--- config.mk ---
export PLATFORM = sky130hd
export DESIGN_NAME = bucket_decoder_flat
export DESIGN_NICKNAME = d
export VERILOG_FILES = /design/src/rtl/bucket_pkg.sv /design/src/rtl/bucket_decoder_if.sv /design/src/rtl/bucket_decoder_lut.sv /design/src/rtl/bucket_decoder.sv /design/src/flat_wrapper.sv
export SDC_FILE = /design/constraint.sdc
export NUM_CORES = 1
export LEC_CHECK = 0
export ABC_CLOCK_PERIOD_IN_PS = 2800
export CAP_MARGIN = 20
export CORE_UTILIZATION = 37
export CTS_BUF_LIST = sky130_fd_sc_hd__clkbuf_16
export DETAILED_ROUTE_END_ITERATION = 10
export HOLD_SLACK_MARGIN = 0.06
export PLACE_DENSITY_LB_ADDON = 0.08
export SLEW_MARGIN = 40
export SYNTH_ARGS = -nofsm -noshare
export SYNTH_HDL_FRONTEND = slang
export SYNTH_SLANG_ARGS = --single-unit
--- constraint.sdc ---
create_clock -name c -period 2.8 [get_ports c]
set_clock_uncertainty 0.15 [all_clocks]
set_input_delay 0.56 -clock c [delete_from_list [all_inputs] [get_ports c]]
set_output_delay 0.56 -clock c [all_outputs]
set_load 0.01 [all_outputs]
--- src/rtl/bucket_pkg.sv ---
// Shared types and constants for the log2-bucket decoder and the monitors built on it.
package bucket_pkg;

  localparam int CODE_W   = 4;
  localparam int VAL_W    = 10;
  localparam int MAX_CODE = 9;

  typedef struct packed {
    logic             err;
    logic [VAL_W-1:0] hi;
    logic [VAL_W-1:0] lo;
  } bucket_range_t;

  typedef enum logic [1:0] {
    FIFO_EMPTY   = 2'd0,
    FIFO_PARTIAL = 2'd1,
    FIFO_FULL    = 2'd2
  } fifo_state_e;

endpackage

--- src/rtl/bucket_decoder_if.sv ---
// Code-in / range-out handshake bundle of the bucket decoder.
// valid/ready: a transfer happens on a rising edge where valid and ready are both high;
// the producer holds its payload stable while valid is high and ready is low.
interface bucket_decoder_if #(
  parameter int ERR_CNT_W = 8
) ();
  import bucket_pkg::*;

  logic                 in_valid;
  logic                 in_ready;
  logic [CODE_W-1:0]    in_code;
  logic                 out_valid;
  logic                 out_ready;
  logic [VAL_W-1:0]     out_lo;
  logic [VAL_W-1:0]     out_hi;
  logic                 out_err;
  logic [ERR_CNT_W-1:0] err_count;

  modport master (
    output in_valid, in_code, out_ready,
    input  in_ready, out_valid, out_lo, out_hi, out_err, err_count
  );

  modport slave (
    input  in_valid, in_code, out_ready,
    output in_ready, out_valid, out_lo, out_hi, out_err, err_count
  );
endinterface

--- src/rtl/bucket_decoder_lut.sv ---
// Combinational bucket code -> inclusive value range table; codes above MAX_CODE flag err.
module bucket_lut
  import bucket_pkg::*;
(
  input  logic [CODE_W-1:0] code,
  output bucket_range_t     range
);

  logic [VAL_W-1:0] pow;

  always_comb begin
    pow   = VAL_W'(1) << code;
    range = '0;
    if (code == CODE_W'(0)) begin
      range.lo = '0;
      range.hi = '0;
    end else if (code == CODE_W'(1)) begin
      range.lo = VAL_W'(1);
      range.hi = VAL_W'(3);
    end else if (code <= CODE_W'(MAX_CODE)) begin
      // 2**(k+1)-1 is the power of two with every lower bit set.
      range.lo = pow;
      range.hi = pow | (pow - VAL_W'(1));
    end else begin
      range.err = 1'b1;
    end
  end

endmodule

--- src/rtl/bucket_decoder.sv ---
// Bucket decoder: decodes accepted codes into ranges, buffers them in a small FIFO,
// and counts illegal codes with a saturating counter.
module bucket_decoder
  import bucket_pkg::*;
#(
  parameter int DEPTH     = 2,
  parameter int ERR_CNT_W = 8
) (
  input  logic             c,
  input  logic             rst,
  bucket_decoder_if.slave  bus,
  output fifo_state_e      dbg_state
);

  localparam int PTR_W = (DEPTH > 1) ? $clog2(DEPTH) : 1;
  localparam int CNT_W = $clog2(DEPTH + 1);

  bucket_range_t        mem [DEPTH];
  bucket_range_t        dec;
  bucket_range_t        head;
  logic [PTR_W-1:0]     wr_ptr, rd_ptr;
  logic [CNT_W-1:0]     count, count_d;
  logic [ERR_CNT_W-1:0] err_q;
  logic                 push, pop;
  fifo_state_e          state_q, state_d;

  bucket_lut u_lut (
    .code  (bus.in_code),
    .range (dec)
  );

  assign push = bus.in_valid & bus.in_ready;
  assign pop  = bus.out_valid & bus.out_ready;

  always_comb begin
    count_d = count;
    case ({push, pop})
      2'b10:   count_d = count + CNT_W'(1);
      2'b01:   count_d = count - CNT_W'(1);
      default: count_d = count;
    endcase
  end

  always_ff @(posedge c) begin
    if (push) mem[wr_ptr] <= dec;
  end

  always_ff @(posedge c) begin
    if (rst) begin
      wr_ptr <= '0;
      rd_ptr <= '0;
      count  <= '0;
      err_q  <= '0;
    end else begin
      if (push) wr_ptr <= wr_ptr + PTR_W'(1);
      if (pop)  rd_ptr <= rd_ptr + PTR_W'(1);
      count <= count_d;
      if (push && dec.err && (err_q != '1)) err_q <= err_q + ERR_CNT_W'(1);
    end
  end

  // FIFO occupancy FSM: state register.
  always_ff @(posedge c) begin
    if (rst) state_q <= FIFO_EMPTY;
    else     state_q <= state_d;
  end

  // Next state follows the post-transfer occupancy.
  always_comb begin
    state_d = state_q;
    if (push != pop) begin
      if (count_d == '0)                state_d = FIFO_EMPTY;
      else if (count_d == CNT_W'(DEPTH)) state_d = FIFO_FULL;
      else                              state_d = FIFO_PARTIAL;
    end
  end

  // Outputs: no full-bypass, so in_ready depends only on registered state.
  always_comb begin
    head          = mem[rd_ptr];
    bus.in_ready  = !rst && (state_q != FIFO_FULL);
    bus.out_valid = !rst && (state_q != FIFO_EMPTY);
    bus.out_lo    = bus.out_valid ? head.lo  : '0;
    bus.out_hi    = bus.out_valid ? head.hi  : '0;
    bus.out_err   = bus.out_valid ? head.err : 1'b0;
    bus.err_count = err_q;
    dbg_state     = state_q;
  end

endmodule

--- src/flat_wrapper.sv ---
// flat-port wrapper written by rule: the top's interface ports become plain ports
module bucket_decoder_flat import bucket_pkg::*;
#(
  parameter int DEPTH     = 2,
  parameter int ERR_CNT_W = 8
)
  (c, rst, dbg_state, bus_in_valid, bus_in_code, bus_out_ready, bus_in_ready, bus_out_valid, bus_out_lo, bus_out_hi, bus_out_err, bus_err_count);
  bucket_decoder_if #(.ERR_CNT_W(ERR_CNT_W)) bus_i ();
  input  logic c;
  input  logic rst;
  output fifo_state_e dbg_state;
  input wire logic [$bits(bus_i.in_valid)-1:0] bus_in_valid;
  input wire logic [$bits(bus_i.in_code)-1:0] bus_in_code;
  input wire logic [$bits(bus_i.out_ready)-1:0] bus_out_ready;
  output wire logic [$bits(bus_i.in_ready)-1:0] bus_in_ready;
  output wire logic [$bits(bus_i.out_valid)-1:0] bus_out_valid;
  output wire logic [$bits(bus_i.out_lo)-1:0] bus_out_lo;
  output wire logic [$bits(bus_i.out_hi)-1:0] bus_out_hi;
  output wire logic [$bits(bus_i.out_err)-1:0] bus_out_err;
  output wire logic [$bits(bus_i.err_count)-1:0] bus_err_count;
  assign bus_i.in_valid = bus_in_valid;
  assign bus_i.in_code = bus_in_code;
  assign bus_i.out_ready = bus_out_ready;
  assign bus_in_ready = bus_i.in_ready;
  assign bus_out_valid = bus_i.out_valid;
  assign bus_out_lo = bus_i.out_lo;
  assign bus_out_hi = bus_i.out_hi;
  assign bus_out_err = bus_i.out_err;
  assign bus_err_count = bus_i.err_count;
  bucket_decoder #(.DEPTH(DEPTH), .ERR_CNT_W(ERR_CNT_W)) u_core (.c(c), .rst(rst), .bus(bus_i), .dbg_state(dbg_state));
endmodule
==> flow_metrics.py, run 1 <==
metrics = {
    "outcome": {
        "result_of_the_run": "complete, no violations",
    },
    "cells_and_area": {
        "utilization_pct": 51.9,
        "antenna_cells": 0,
        "drive_above_1_share_pct": 9.06,
        "finalNonFillerCells": 342,
        "net_count_of_the_finished_layout": 270,
        "commonest_non_fill_non_tap_cell_in_the_layout": "sky130_fd_sc_hd__nor2_1",
        "area_growth_syn_to_layout_pct": 34.6,
        "final_cell_mix": "sky130_fd_sc_hd__nor2_1, sky130_fd_sc_hd__edfxtp_1, sky130_fd_sc_hd__clkdlybuf4s50_1",
    },
    "clock_network": {
        "tritoncts.num_buffers": 9,
        "clock-root-buffer": "sky130_fd_sc_hd__clkbuf_16",
        "cts_hold_buffers": 0,
        "post-cts-setup-buffers": 0,
        "post_cts_resized": 0,
        "latest_clock_arrival_within_the_worst_skew_pair_ns": 0.32,
        "cts.path.max_buffers": 2,
        "cts.reportedPaths.clkPinSlew_ns": 0.05,
        "clock_tree_from_tritoncts": "yes",
        "cts.sinks": 57,
        "htree_levels": 3,
    },
    "floorplanning": {
        "fp.dieArea_mm2": 0.00694,
        "initial_core_utilization_pct": 38.5,
        "row_count": 29,
        "dieWidth_um": 83.3,
        "core-area_mm2": 0.00635,
        "die_y_um": 83.3,
        "floorplan.io_pins": 41,
    },
    "worst_setup_path": {
        "regToRegStartpoint": "u_core.dbg_state[1]",
        "path_class": "in2out",
        "cp.required_ns": 2.09,
        "crit_path_start": "rst",
        "crit_path_max_fanout": 22,
        "cp.arrival_ns": 1.97,
        "startpoint_type": "primary input",
        "worst_setup_path_end_kind": "output pin",
    },
    "placed_design": {
        "io_buffers": 40,
        "half_perimeter_wire_length_after_placement_mm": 2.95,
        "placed_cells": 326,
        "weighted_congestion_reported_at_the_end_of_routability_driven_placement": 0.752,
    },
    "global_route": {
        "antenna_violations_before_repair": 0,
        "grt_util_all_layers_pct": 14.1,
        "grt_max_degree": 23,
        "grt_pass1_vias": 1606,
        "final_global_route_overflow_total": 0,
        "grt_pass1_wl_mm": 7.45,
    },
    "synthesis": {
        "synth_simple_gate_area_share_pct": 15.8,
        "synth.yosys.warnings": 0,
        "muxShareOfSynthArea_pct": 9.00,
        "yosys-top-cells-area": "sky130_fd_sc_hd__edfxtp_1, sky130_fd_sc_hd__dfxtp_1, sky130_fd_sc_hd__mux2i_1, sky130_fd_sc_hd__nor2_1, sky130_fd_sc_hd__a21oi_1",
        "synth_area_mm2": 0.00245,
        "yosys_most_used_dff": "sky130_fd_sc_hd__edfxtp_1",
        "synth_cell_types": 37,
        "postSynthAreaPerCell_um2": 11.7,
        "synth_top_family_by_area": "simple AND/OR/NAND/NOR gates",
        "yosys.area.top_type_share_pct": 51.5,
        "synth_enable_flop_cells": 42,
        "asyncSetResetFlopFracSynth_pct": 0,
        "netlist.top_cell.by_area": "sky130_fd_sc_hd__edfxtp_1",
        "syn_inst": 209,
        "postSynthRegisterBits": 57,
        "synth_sequential_area_ratio_pct": 63.8,
        "post_synth_fa_ha_maj_area_fraction_pct": 1.02,
        "synth_compound_gate_area_share_pct": 5.42,
        "synth_area_in_xor_xnor_pct": 1.79,
    },
    "power": {
        "cell_internal_pwr_mw": 1.65,
        "sequential_cell_fraction_of_total_power_pct": 45.6,
        "pwr-share-comb_pct": 7.8,
        "switching_share_pct": 20.9,
        "clock_power_share_pct": 46.6,
        "power.net_switching_mw": 0.435,
        "ir_worst_vdd_v": 0.000375,
        "power_leakage_nw": 1.19,
        "p_per_area_mw_per_mm2": 633,
    },
    "drt": {
        "post_drt_via_cell_ratio": 4.87,
        "drt_pass1_iterations": 4,
        "ant_nets": 0,
        "drcViolationCount": 0,
        "vias": 1666,
        "detail_route.wirelength_mm": 4.64,
        "drt-initial-drc-count": 79,
        "wl_per_cell_um": 13.6,
    },
    "run": {
        "drv_cap": 0,
    },
    "sta": {
        "setup_viol": 0,
        "timing_max_transition_violations_final": 0,
        "remaining_max_slew_budget_at_the_tightest_pin_pct": 65.5,
        "post-route-period-util_pct": 95.8,
        "fmax_mhz": 373,
        "hold_viol_final": 0,
        "finalCriticalPeriod_ns": 2.68,
        "tns_ns": 0,
        "grt_setup_unrepaired": "no",
        "worst_slew_pin_slew_ns": 0.512,
    },
    "worst_hold_path": {
        "hold_path_class": "reg2reg",
        "min-delay-start": "u_core.bus.err_count[7]",
    },
}
power groups by stage:
stage	combinational [mW]	clock (mW)	sequential, mW
floorplan	0.0902	0	0.966
global placement	0.163	0	0.966
detailed placement	0.164	0	0.966
CTS	0.165	0.988	0.951
global route	0.178	1.03	0.953
finish	0.162	0.972	0.951
logic make-up (layout without fill, tap and decap cells):
group,after synthesis,count (layout)
simple gates,82,82
mux,22,22
xor+xnor,5,5
flops,57,57
fa+ha+maj,2,2
compound gates,22,22
other cells,1,2
buf+inv,18,73
per-stage QoR:
stage               power, mW  worst slack (ns)  instance area, um2  hold slack, ns
floorplan                1.06             0.420                2450           0.331
global placement         1.13            0.0597                3010           0.346
detailed placement       1.13            0.0524                3010           0.351
CTS                      2.10            0.0483                3290           0.361
global route             2.16            0.0298                3290           0.398
finish                   2.08             0.118                3290           0.356
routing by layer:
layer / up-vias / part of all wire [%] / routed length [um] / GRT usage [%]
met5: - / 0 / 0 / 0
li1: 847 / - / - / -
met3: 9 / 4.1 / 192 / 4.47
met1: 771 / 47 / 2180 / 16.8
met2: 39 / 47 / 2170 / 23.0
met4: 0 / 2.1 / 96 / 6.74
cell type report:
type / instances / area (um2)
Fill cell: 597 / 3060
Timing Repair Buffer: 50 / 518
Multi-Input combinational cell: 135 / 816
Clock inverter: 6 / 25.0
Inverter: 7 / 26.3
Clock buffer: 10 / 250
Tap cell: 77 / 96.3
Sequential cell: 57 / 1560
critical path: stages:
cell and delay [ns]:
sky130_fd_sc_hd__clkdlybuf4s50_1 0.41, sky130_fd_sc_hd__inv_1 0.07, sky130_fd_sc_hd__o21ai_1 0.09, sky130_fd_sc_hd__buf_12 0.17
sky130_fd_sc_hd__nor2_1 0.11, sky130_fd_sc_hd__clkdlybuf4s50_1 0.54
flip-flops by register name, summed over array words and instances, names as in the netlist, named ones only:
name,cells
u_core.dbg_state,2
u_core.count,2
u_core.rd_ptr,1
u_core.wr_ptr,1
u_core.bus.err_count,8
u_core.mem,42
worst paths after layout:
kind	end	slack, ns	depth (start not counted)
min reg2reg	u_core.bus.err_count[7]	0.36	2
min	u_core.bus.err_count[7]	0.36	2
max reg2reg	u_core.dbg_state[1]	0.80	9
max	bus_out_lo[2]	0.12	6
cells in the mapped netlist, types with 3 or more instances:
cell type	n
sky130_fd_sc_hd__a21oi_1	7
sky130_fd_sc_hd__nand2b_1	4
sky130_fd_sc_hd__o21ai_0	7
sky130_fd_sc_hd__and3_1	4
sky130_fd_sc_hd__clkbuf_1	7
sky130_fd_sc_hd__nand3_1	3
sky130_fd_sc_hd__mux2i_1	22
sky130_fd_sc_hd__and2_1	3
sky130_fd_sc_hd__edfxtp_1	42
sky130_fd_sc_hd__nor3_1	7
sky130_fd_sc_hd__dfxtp_1	15
sky130_fd_sc_hd__nand2_1	7
sky130_fd_sc_hd__xnor2_1	4
sky130_fd_sc_hd__inv_1	7
sky130_fd_sc_hd__nor2_1	43
Power figures use the tool's default switching activity.
==> run 2: changes to the inputs <==
Settings changed: CORE_MARGIN set to 3, RECOVER_POWER set to 100.
==> flow_metrics.py, run 2 (synthesis gave the netlist of run 1 again) <==
metrics = {
    "placed_design": {
        "weighted_congestion_reported_at_the_end_of_routability_driven_placement": 0.772,
        "placedInstanceArea_mm2": 0.00301,
        "io_buffers": 40,
        "half_perimeter_wire_length_after_placement_mm": 3.07,
    },
    "cells_and_area": {
        "net_count_of_the_finished_layout": 270,
        "max_flop_register": "u_core.mem",
        "final_cell_mix": "sky130_fd_sc_hd__nor2_1, sky130_fd_sc_hd__edfxtp_1, sky130_fd_sc_hd__clkdlybuf4s50_1",
        "number_of_flip_flops_under_the_largest_register_name": 42,
        "commonest_non_fill_non_tap_cell_in_the_layout": "sky130_fd_sc_hd__nor2_1",
        "stdcell_area_mm2": 0.00324,
        "area_growth_syn_to_layout_pct": 32.6,
        "drive_above_1_share_pct": 7.55,
        "antenna_cells": 0,
        "fill_cells": 580,
    },
    "clock_network": {
        "cts.sinks": 57,
        "htree_levels": 3,
        "tritoncts.num_buffers": 9,
        "cts.path.max_buffers": 2,
        "cts_hold_buffers": 0,
        "latest_clock_arrival_within_the_worst_skew_pair_ns": 0.31,
        "post-cts-setup-buffers": 0,
        "cts.reportedPaths.clkPinSlew_ns": 0.05,
        "post_cts_resized": 0,
        "clock-root-buffer": "sky130_fd_sc_hd__clkbuf_16",
        "clock_tree_from_tritoncts": "yes",
    },
    "power": {
        "power.net_switching_mw": 0.430,
        "sequential_cell_fraction_of_total_power_pct": 45.1,
        "p_per_area_mw_per_mm2": 650,
        "switching_share_pct": 20.4,
        "power_leakage_nw": 1.17,
        "pwr-share-comb_pct": 7.2,
        "cell_internal_pwr_mw": 1.68,
        "clock_power_share_pct": 47.7,
        "ir_worst_vdd_v": 0.000293,
    },
    "drt": {
        "drt-initial-drc-count": 61,
        "drcViolationCount": 0,
        "ant_nets": 0,
        "vias": 1650,
        "post_drt_via_cell_ratio": 4.82,
        "wl_per_cell_um": 13.8,
        "drt_pass1_iterations": 4,
        "detail_route.wirelength_mm": 4.71,
    },
    "worst_setup_path": {
        "worstPathCellList": "clkdlybuf4s50_1, inv_1, o21ai_1, buf_12, nor2_1, clkdlybuf4s50_1",
        "crit_path_top_delay_cell": "sky130_fd_sc_hd__clkdlybuf4s50_1",
        "crit_path_start": "rst",
        "cp.required_ns": 2.09,
        "endpoint": "bus_out_lo[2]",
        "critical_path.reg2reg.endpoint": "u_core.dbg_state[0]",
        "reg2reg_slack_ns": 0.81,
        "crit_path_max_fanout": 22,
        "critPathMostFrequentCell": "sky130_fd_sc_hd__clkdlybuf4s50_1",
        "startpoint_type": "primary input",
        "path_class": "in2out",
        "path_delay_family": "buffers and inverters",
        "worst_path_largest_cell_delay_ns": 0.54,
        "critical_path_depth": 6,
        "cp.arrival_ns": 1.98,
        "critical_path_buf_inv_count": 4,
        "worst_setup_path_end_kind": "output pin",
        "regToRegStartpoint": "u_core.dbg_state[1]",
        "timing.reg2reg.worst_path_depth": 9,
    },
    "outcome": {
        "result_of_the_run": "complete, no violations",
    },
    "floorplanning": {
        "dieWidth_um": 87.3,
        "floorplan.io_pins": 41,
        "row_count": 29,
        "fp.dieArea_mm2": 0.00763,
        "die_y_um": 87.3,
        "initial_core_utilization_pct": 38.3,
        "core-area_mm2": 0.00639,
    },
    "global_route": {
        "grt_util_all_layers_pct": 13.8,
        "grt_max_degree": 23,
        "grt_pass1_wl_mm": 7.82,
        "grt_pass1_vias": 1622,
        "final_global_route_overflow_total": 0,
        "antenna_violations_before_repair": 0,
    },
    "sta": {
        "remaining_max_slew_budget_at_the_tightest_pin_pct": 60.8,
        "hold_viol_final": 0,
        "worst_slew_pin_slew_ns": 0.587,
        "grt_setup_unrepaired": "no",
        "post-route-period-util_pct": 96.2,
        "setup_viol": 0,
        "finalCriticalPeriod_ns": 2.69,
        "timing_max_transition_violations_final": 0,
        "tns_ns": 0,
        "fmax_mhz": 371,
    },
    "worst_hold_path": {
        "hold_path_class": "reg2reg",
    },
    "run": {
        "drv_cap": 0,
    },
}
## run 2: changes by cell type in the layout (fill, tap and decap cells not counted), sizes merged
cell | before | now
buf | 10 | 6
clkbuf | 10 | 13
dlygate4sd3 | 0 | 13
dlymetal6s2s | 2 | 0
bufinv | 0 | 1
clkdlybuf4s50 | 38 | 27
## run 2: stage by stage
stage / hold slack, ns / utilization [%] / power, mW / setup WS [ns] / cells
detailed placement: 0.346 / 47.2 / 1.13 / 0.0676 / 326
global placement: 0.348 / 47.2 / 1.13 / 0.0817 / 326
finish: 0.359 / 50.8 / 2.11 / 0.105 / 342
CTS: 0.367 / 51.6 / 2.15 / 0.0695 / 342
global route: 0.389 / 50.8 / 2.20 / 0.0104 / 342
floorplan: 0.331 / - / 1.06 / 0.420 / 210
## run 2: power groups by stage
| stage | registers [mW] | logic, mW | clock network [mW] |
|---|---|---|---|
| after CTS | 0.951 | 0.165 | 1.04 |
| after global routing | 0.953 | 0.169 | 1.07 |
| final | 0.951 | 0.151 | 1.01 |
| after global placement | 0.966 | 0.164 | 0 |
| after floorplan | 0.966 | 0.0902 | 0 |
| after detailed placement | 0.967 | 0.165 | 0 |
## run 2: how the worst min path moves through the flow
stage               slack (ns)                      end                     from  cells past startpoint
detailed placement        0.35      u_core.dbg_state[1]      u_core.dbg_state[1]                      2
finish                    0.36  u_core.bus.err_count[7]  u_core.bus.err_count[7]                      2
global route              0.39  u_core.bus.err_count[7]  u_core.bus.err_count[7]                      2
CTS                       0.37      u_core.dbg_state[1]      u_core.dbg_state[1]                      2
global placement          0.35            u_core.rd_ptr            u_core.rd_ptr                      2
floorplan                 0.33                flip-flop            u_core.rd_ptr                      2
## run 2: cell type report
| type | instances | area, um2 | area share, % |
|---|---|---|---|
| clock buffer | 9 | 225 | 6.94 |
| clock inverter | 7 | 55.1 | 1.70 |
| inverter | 7 | 26.3 | 0.810 |
| multi-input combinational | 135 | 805 | 24.8 |
| sequential | 57 | 1560 | 48.1 |
| tap | 77 | 96.3 | 2.97 |
| timing repair buffer | 50 | 475 | 14.7 |
## run 2: per-layer routing
metal,GRT usage [%],vias up,part of all wire (%)
met5,0,-,0
met4,6.28,0,1.4
met3,4.54,7,4.9
met2,22.3,34,48
met1,16.6,762,46
li1,-,847,-
## run 2: worst min-delay path, stage by stage, from the launching register on
cell and delay (ns):
sky130_fd_sc_hd__dfxtp_1 0.33, sky130_fd_sc_hd__o41ai_1 0.07, sky130_fd_sc_hd__a21oi_1 0.06
